==> src/rtl/mem_pkg.sv <==
// Shared widths, owner encoding and request payload for the memory arbiter.
package mem_pkg;

   localparam int unsigned DEF_AW = 32;
   localparam int unsigned DEF_DW = 32;
   localparam int unsigned DEF_SW = DEF_DW / 8;

   // Owner tag carried through the read-ownership pipeline
   localparam logic OWN_I = 1'b0;
   localparam logic OWN_D = 1'b1;

   // Winning request as presented to the memory port
   typedef struct packed {
      logic              we;
      logic [DEF_AW-1:0] addr;
      logic [DEF_DW-1:0] wdata;
      logic [DEF_SW-1:0] wstrb;
   } mem_req_t;

endpackage

==> src/rtl/mem_arbiter_if.sv <==
// Fetch, load/store and memory-port signals shared by the arbiter and its neighbours.
interface mem_arbiter_if #(
   parameter int unsigned AW = 32,
   parameter int unsigned DW = 32
);
   localparam int unsigned SW = DW / 8;

   logic          i_req;
   logic [AW-1:0] i_addr;
   logic          i_gnt;
   logic          i_rvalid;
   logic [DW-1:0] i_rdata;

   logic          d_req;
   logic          d_we;
   logic [AW-1:0] d_addr;
   logic [DW-1:0] d_wdata;
   logic [SW-1:0] d_wstrb;
   logic          d_gnt;
   logic          d_rvalid;
   logic [DW-1:0] d_rdata;

   logic          m_en;
   logic          m_we;
   logic [AW-1:0] m_addr;
   logic [DW-1:0] m_wdata;
   logic [SW-1:0] m_wstrb;
   logic [DW-1:0] m_rdata;

   // Arbiter side
   modport slave (
      input  i_req, i_addr, d_req, d_we, d_addr, d_wdata, d_wstrb, m_rdata,
      output i_gnt, i_rvalid, i_rdata, d_gnt, d_rvalid, d_rdata,
      output m_en, m_we, m_addr, m_wdata, m_wstrb
   );

   // Requesters and memory side
   modport master (
      output i_req, i_addr, d_req, d_we, d_addr, d_wdata, d_wstrb, m_rdata,
      input  i_gnt, i_rvalid, i_rdata, d_gnt, d_rvalid, d_rdata,
      input  m_en, m_we, m_addr, m_wdata, m_wstrb
   );

endinterface

==> src/rtl/owner_pipe.sv <==
// DEPTH-stage {valid, owner} shift register tracking which requester owns each read in flight.
module owner_pipe #(
   parameter int unsigned DEPTH = 1
) (
   input  logic clk,
   input  logic rst_n,
   input  logic in_valid,
   input  logic in_owner,
   output logic out_valid,
   output logic out_owner
);

   logic [DEPTH-1:0] valid_q;
   logic [DEPTH-1:0] owner_q;

   // Shift every cycle; asynchronous clear drops reads in flight
   always_ff @(posedge clk or negedge rst_n) begin
      if (!rst_n) begin
         valid_q <= '0;
         owner_q <= '0;
      end else begin
         valid_q[0] <= in_valid;
         owner_q[0] <= in_owner;
         for (int unsigned i = 1; i < DEPTH; i++) begin
            valid_q[i] <= valid_q[i-1];
            owner_q[i] <= owner_q[i-1];
         end
      end
   end

   assign out_valid = valid_q[DEPTH-1];
   assign out_owner = owner_q[DEPTH-1];

endmodule

==> src/rtl/mem_arbiter.sv <==
// Shares one single-port memory between fetch and load/store, routing read data back to its owner.
module mem_arbiter
   import mem_pkg::*;
#(
   parameter int unsigned AW         = DEF_AW,
   parameter int unsigned DW         = DEF_DW,
   parameter int unsigned MEM_LAT    = 1,
   parameter int unsigned STARVE_MAX = 4
) (
   input logic          CLK,
   input logic          RST_X,
   mem_arbiter_if.slave bus
);

   localparam int unsigned SW   = DW / 8;
   localparam int unsigned CW   = 4;
   localparam logic [CW-1:0] SMAX = CW'(STARVE_MAX);

   logic [CW-1:0] starve_cnt;
   logic [CW-1:0] starve_nxt;
   logic          gnt_i;
   logic          gnt_d;
   mem_req_t      win;
   logic          pipe_in_valid;
   logic          pipe_in_owner;
   logic          pipe_valid;
   logic          pipe_owner;

   // Data has priority unless fetch has already lost STARVE_MAX times in a row
   always_comb begin
      gnt_i = bus.i_req & (~bus.d_req | (starve_cnt == SMAX));
      gnt_d = bus.d_req & ~gnt_i;
   end

   assign bus.i_gnt = gnt_i;
   assign bus.d_gnt = gnt_d;

   // Select the winning request; fetch never writes
   always_comb begin
      win = '0;
      if (gnt_i) begin
         win.addr = DEF_AW'(bus.i_addr);
      end else if (gnt_d) begin
         win.we    = bus.d_we;
         win.addr  = DEF_AW'(bus.d_addr);
         win.wdata = DEF_DW'(bus.d_wdata);
         win.wstrb = DEF_SW'(bus.d_wstrb);
      end
   end

   assign bus.m_en    = bus.i_req | bus.d_req;
   assign bus.m_we    = win.we;
   assign bus.m_addr  = AW'(win.addr);
   assign bus.m_wdata = DW'(win.wdata);
   assign bus.m_wstrb = SW'(win.wstrb);

   // Starvation counter: counts data wins over a waiting fetch, saturating
   always_comb begin
      starve_nxt = starve_cnt;
      if (!bus.i_req || gnt_i) begin
         starve_nxt = '0;
      end else if (gnt_d && (starve_cnt != SMAX)) begin
         starve_nxt = starve_cnt + 1'b1;
      end
   end

   // Starvation counter register
   always_ff @(posedge CLK or negedge RST_X) begin
      if (!RST_X) begin
         starve_cnt <= '0;
      end else begin
         starve_cnt <= starve_nxt;
      end
   end

   // Tag accepted reads with their owner; writes enter as bubbles
   always_comb begin
      pipe_in_valid = gnt_i | (gnt_d & ~bus.d_we);
      pipe_in_owner = gnt_d ? OWN_D : OWN_I;
   end

   owner_pipe #(
      .DEPTH (MEM_LAT)
   ) u_owner_pipe (
      .clk       (CLK),
      .rst_n     (RST_X),
      .in_valid  (pipe_in_valid),
      .in_owner  (pipe_in_owner),
      .out_valid (pipe_valid),
      .out_owner (pipe_owner)
   );

   assign bus.i_rvalid = pipe_valid & (pipe_owner == OWN_I);
   assign bus.d_rvalid = pipe_valid & (pipe_owner == OWN_D);
   assign bus.i_rdata  = bus.m_rdata;
   assign bus.d_rdata  = bus.m_rdata;

endmodule
==> src/flat_wrapper.sv <==
// flat-port wrapper written by rule: the top's interface ports become plain ports
module mem_arbiter_flat import mem_pkg::*;
#(
   parameter int unsigned AW         = DEF_AW,
   parameter int unsigned DW         = DEF_DW,
   parameter int unsigned MEM_LAT    = 1,
   parameter int unsigned STARVE_MAX = 4
)
  (CLK, RST_X, bus_i_req, bus_i_addr, bus_d_req, bus_d_we, bus_d_addr, bus_d_wdata, bus_d_wstrb, bus_m_rdata, bus_i_gnt, bus_i_rvalid, bus_i_rdata, bus_d_gnt, bus_d_rvalid, bus_d_rdata, bus_m_en, bus_m_we, bus_m_addr, bus_m_wdata, bus_m_wstrb);
  mem_arbiter_if #(.AW(AW), .DW(DW)) bus_i ();
  input logic CLK;
  input logic RST_X;
  input wire logic [$bits(bus_i.i_req)-1:0] bus_i_req;
  input wire logic [$bits(bus_i.i_addr)-1:0] bus_i_addr;
  input wire logic [$bits(bus_i.d_req)-1:0] bus_d_req;
  input wire logic [$bits(bus_i.d_we)-1:0] bus_d_we;
  input wire logic [$bits(bus_i.d_addr)-1:0] bus_d_addr;
  input wire logic [$bits(bus_i.d_wdata)-1:0] bus_d_wdata;
  input wire logic [$bits(bus_i.d_wstrb)-1:0] bus_d_wstrb;
  input wire logic [$bits(bus_i.m_rdata)-1:0] bus_m_rdata;
  output wire logic [$bits(bus_i.i_gnt)-1:0] bus_i_gnt;
  output wire logic [$bits(bus_i.i_rvalid)-1:0] bus_i_rvalid;
  output wire logic [$bits(bus_i.i_rdata)-1:0] bus_i_rdata;
  output wire logic [$bits(bus_i.d_gnt)-1:0] bus_d_gnt;
  output wire logic [$bits(bus_i.d_rvalid)-1:0] bus_d_rvalid;
  output wire logic [$bits(bus_i.d_rdata)-1:0] bus_d_rdata;
  output wire logic [$bits(bus_i.m_en)-1:0] bus_m_en;
  output wire logic [$bits(bus_i.m_we)-1:0] bus_m_we;
  output wire logic [$bits(bus_i.m_addr)-1:0] bus_m_addr;
  output wire logic [$bits(bus_i.m_wdata)-1:0] bus_m_wdata;
  output wire logic [$bits(bus_i.m_wstrb)-1:0] bus_m_wstrb;
  assign bus_i.i_req = bus_i_req;
  assign bus_i.i_addr = bus_i_addr;
  assign bus_i.d_req = bus_d_req;
  assign bus_i.d_we = bus_d_we;
  assign bus_i.d_addr = bus_d_addr;
  assign bus_i.d_wdata = bus_d_wdata;
  assign bus_i.d_wstrb = bus_d_wstrb;
  assign bus_i.m_rdata = bus_m_rdata;
  assign bus_i_gnt = bus_i.i_gnt;
  assign bus_i_rvalid = bus_i.i_rvalid;
  assign bus_i_rdata = bus_i.i_rdata;
  assign bus_d_gnt = bus_i.d_gnt;
  assign bus_d_rvalid = bus_i.d_rvalid;
  assign bus_d_rdata = bus_i.d_rdata;
  assign bus_m_en = bus_i.m_en;
  assign bus_m_we = bus_i.m_we;
  assign bus_m_addr = bus_i.m_addr;
  assign bus_m_wdata = bus_i.m_wdata;
  assign bus_m_wstrb = bus_i.m_wstrb;
  mem_arbiter #(.AW(AW), .DW(DW), .MEM_LAT(MEM_LAT), .STARVE_MAX(STARVE_MAX)) u_core (.CLK(CLK), .RST_X(RST_X), .bus(bus_i));
endmodule
==> config.mk <==
export PLATFORM = sky130hd
export DESIGN_NAME = mem_arbiter_flat
export DESIGN_NICKNAME = d
export VERILOG_FILES = /design/src/rtl/mem_pkg.sv /design/src/rtl/mem_arbiter_if.sv /design/src/rtl/owner_pipe.sv /design/src/rtl/mem_arbiter.sv /design/src/flat_wrapper.sv
export SDC_FILE = /design/constraint.sdc
export NUM_CORES = 1
export LEC_CHECK = 0
export CAP_MARGIN = 40
export CORE_AREA = 2 2 106 108
export DETAILED_ROUTE_END_ITERATION = 8
export DIE_AREA = 0 0 108 110
export GPL_TIMING_DRIVEN = 0
export PLACE_DENSITY = 0.57
export SLEW_MARGIN = 20
export SYNTH_ARGS = -nofsm -noshare
export SYNTH_HDL_FRONTEND = slang
export SYNTH_HIERARCHICAL = 1
export SYNTH_SLANG_ARGS = --single-unit
==> constraint.sdc <==
create_clock -name CLK -period 3.9 [get_ports CLK]
set_input_delay 0.39 -clock CLK [delete_from_list [all_inputs] [get_ports CLK]]
set_output_delay 0.39 -clock CLK [all_outputs]
set_load 0.02 [all_outputs]
==> flow_summary.json <==
{
  "status": "completed",
  "setup_viol": 0,
  "p_total_mw": 0.6555,
  "syn_inst": 171,
  "slew-limit-headroom_pct": 73.16,
  "p_leak_nw": 1.714,
  "yosysTopAreaCell": "buf_4",
  "ys_warn_count": 6,
  "clk_pin_slew_ps": 40,
  "remaining_drc_errors": 0,
  "detailroute.via_count": 2045,
  "wire_per_inst_microns": 13.14,
  "critPathRequiredTime_ps": 3510,
  "clkSinkCount": 6,
  "final_util_pct": 37.56,
  "synth_edf_count": 0,
  "seq_area_frac_synth_pct": 10.89,
  "io_buffers": 242,
  "critPathMaxFanout": 10,
  "hold_buffers": 0,
  "first_iter_violations": 59,
  "end_kind": "output pin",
  "maxCapViolCount": 0,
  "hold_violations": 0,
  "cts_made_buffers": 3,
  "r2r-start": "u_core/starve_cnt[0]",
  "coreArea_sq_um": 10700,
  "yosys.area.top_type_share_pct": 37.02,
  "dr.pass1.iters": 4,
  "post_cts_buffers": 0,
  "antenna_found_initial": 0,
  "worst_hold_slack_ps": 417.4,
  "synth_ff_type": "dfrtp_1",
  "path_delay_family": "buffers and inverters",
  "areaGrowthSynthToFinish_pct": 191.4,
  "finish.net_count": 557,
  "synth_nets": 310,
  "yosysMostFrequentCell": "buf_4",
  "regArea_sq_um": 150.1,
  "groute.usage.overall_pct": 10.48,
  "peakVddDrop_mv": 0.1475,
  "final_cells": 556,
  "slew_viol_final": 0,
  "clock.fmax_mhz": 356.2,
  "h-tree-depth": 1,
  "io_pins": 275,
  "grt_max_degree": 12,
  "num_antenna_cells": 0,
  "synth.avg_cell_area_sq_um": 8.063,
  "ys_seq_elements": 6,
  "die-area_sq_um": 11880,
  "fin_crit_sh_pct": 71.98,
  "crit_path_frequent_cell": "clkdlybuf4s50_1",
  "grt_overflow": 0,
  "cts_tree": "done",
  "path_cells": "clkdlybuf4s50_1, inv_1, a21oi_2, buf_4, a22o_1, clkdlybuf4s50_1",
  "die_width_microns": 108,
  "grt_pass1_vias": 1964,
  "timing.final.crit_period_ps": 2807,
  "async_flop_share_pct": 100.0,
  "synth_cell_types": 18,
  "place_congestion": 0.6670,
  "min-delay-path-class": "primary input to async pin",
  "grt_pass1_wl_mm": 9.832,
  "powerDensity_nw_per_um2": 163.2,
  "synth_area_leaders": "buf_4 (37%), a22o_1 (20%), and2_1 (18%), dfrtp_1 (11%), buf_6 (4.1%)",
  "setup_tns_ps": 0,
  "dp_cells": 553,
  "initial_utilization_pct": 12.89,
  "fin_skew_ps": 2.301,
  "cpPeakStageDelay_ps": 610,
  "setup.worst_path.start": "bus_i_req",
  "arrival_ps": 2420,
  "ant_nets": 0,
  "startpoint_type": "primary input",
  "drive_gt1_share_pct": 18.99,
  "worst-path-buf-inv": 4,
  "ctsRootBufferMaster": "clkbuf_8",
  "placementRows": 38,
  "dp_hpwl_mm": 6.528,
  "rsz0062_at_grt": "false",
  "routed_via_density": 3.678,
  "ctsResizeCount": 0,
  "n_fill_cell": 1095,
  "synth_commonest_cells": "buf_4 (68), and2_1 (39), a22o_1 (32)",
  "crit_type": "primary input to output pin",
  "multiInputGateArea_sq_um": 636.9,
  "crit_path_top_delay_cell": "clkdlybuf4s50_1",
  "synth_area_sq_um": 1379,
  "wl_mm": 7.306,
  "worst_pin_slew_ps": 402.7,
  "die_h_microns": 110,
  "clockBufferDepth": 2,
  "worstSkewPairLatency_ps": 220
}
## per-layer routing
layer / vias to the layer above / wire length, microns / share of wire (%) / track usage (%)
met4: 0 / 14 / 0.19 / 1.099
li1: 1002 / - / - / -
met5: - / 0 / 0 / 0
met1: 887 / 2251 / 31 / 9.894
met2: 154 / 3841 / 53 / 20.80
met3: 2 / 1198 / 16 / 5.350
## worst paths after layout
check	slack (ps)	to	cells past startpoint
worst max-delay path	1090	bus_m_addr[20]	6
worst min-delay path	420	u_core/starve_cnt[3]	1
worst max register to register	2550	u_core/u_owner_pipe/out_owner	6
max in group asynchronous	3260	u_core/u_owner_pipe/out_owner	1
worst min register to register	600	u_core/starve_cnt[0]	2
min in group CLK	600	u_core/starve_cnt[0]	2
## state kept, by name, summed over array words and instances (netlist names)
register                       count
u_core/starve_cnt                  4
u_core/u_owner_pipe/out_owner      1
u_core/u_owner_pipe/out_valid      1
## cells in the final DEF, fill, tap and decap left out, types with 2 or more instances in the layout
cell type          n
and2_1            39
a22o_1            32
inv_1              4
and3_1             4
buf_4             68
dfrtp_1            6
clkdlybuf4s50_1  242
clkbuf_8           3
buf_6              5
buf_2              2
ha_1               2
## final cells by class
cell class	count	area share [%]
Clock buffer	3	1.028
Sequential cell	6	3.737
Buffer	75	14.36
Multi-Input combinational cell	86	15.85
Timing Repair Buffer	242	60.29
Tap cell	140	4.360
Inverter	4	0.3737
## worst reg2reg max path: cells and delay by family, from the launching register on
kind,cells,cell delay [ps]
buffers and inverters,3,380
flip-flops,1,390
AND/OR/NAND/NOR,1,120
adder cells (fa/ha/maj),1,150
AO/OA/AOI/OAI,1,200
## cell families after synthesis
| group | synth area share (%) |
|---|---|
| buffers and inverters | 42.92 |
| and+or+nand+nor | 21.14 |
| AOI/OAI and AO/OA | 21.96 |
| DFF | 10.89 |
| xor gates and xnor gates | 1.271 |
| adders and majority gates | 1.815 |
## where the power goes
part	leakage (nW)	internal, mW	switching [mW]	total [mW]
Combinational	1.61	0.303	0.194	0.497
Sequential	0.0784	0.0649	0.00139	0.0663
Clock	0.0216	0.0663	0.0261	0.0923
## per-stage QoR
stage               cell area [sq um]  setup slack [ps]
CTS                              4018              1035
floorplan                        1379              2105
detailed placement               3976              1044
finish                           4018              1093
global placement                 3976              1041
global route                     4018             975.5
Note: power is estimated with default switching activity, not from simulation.
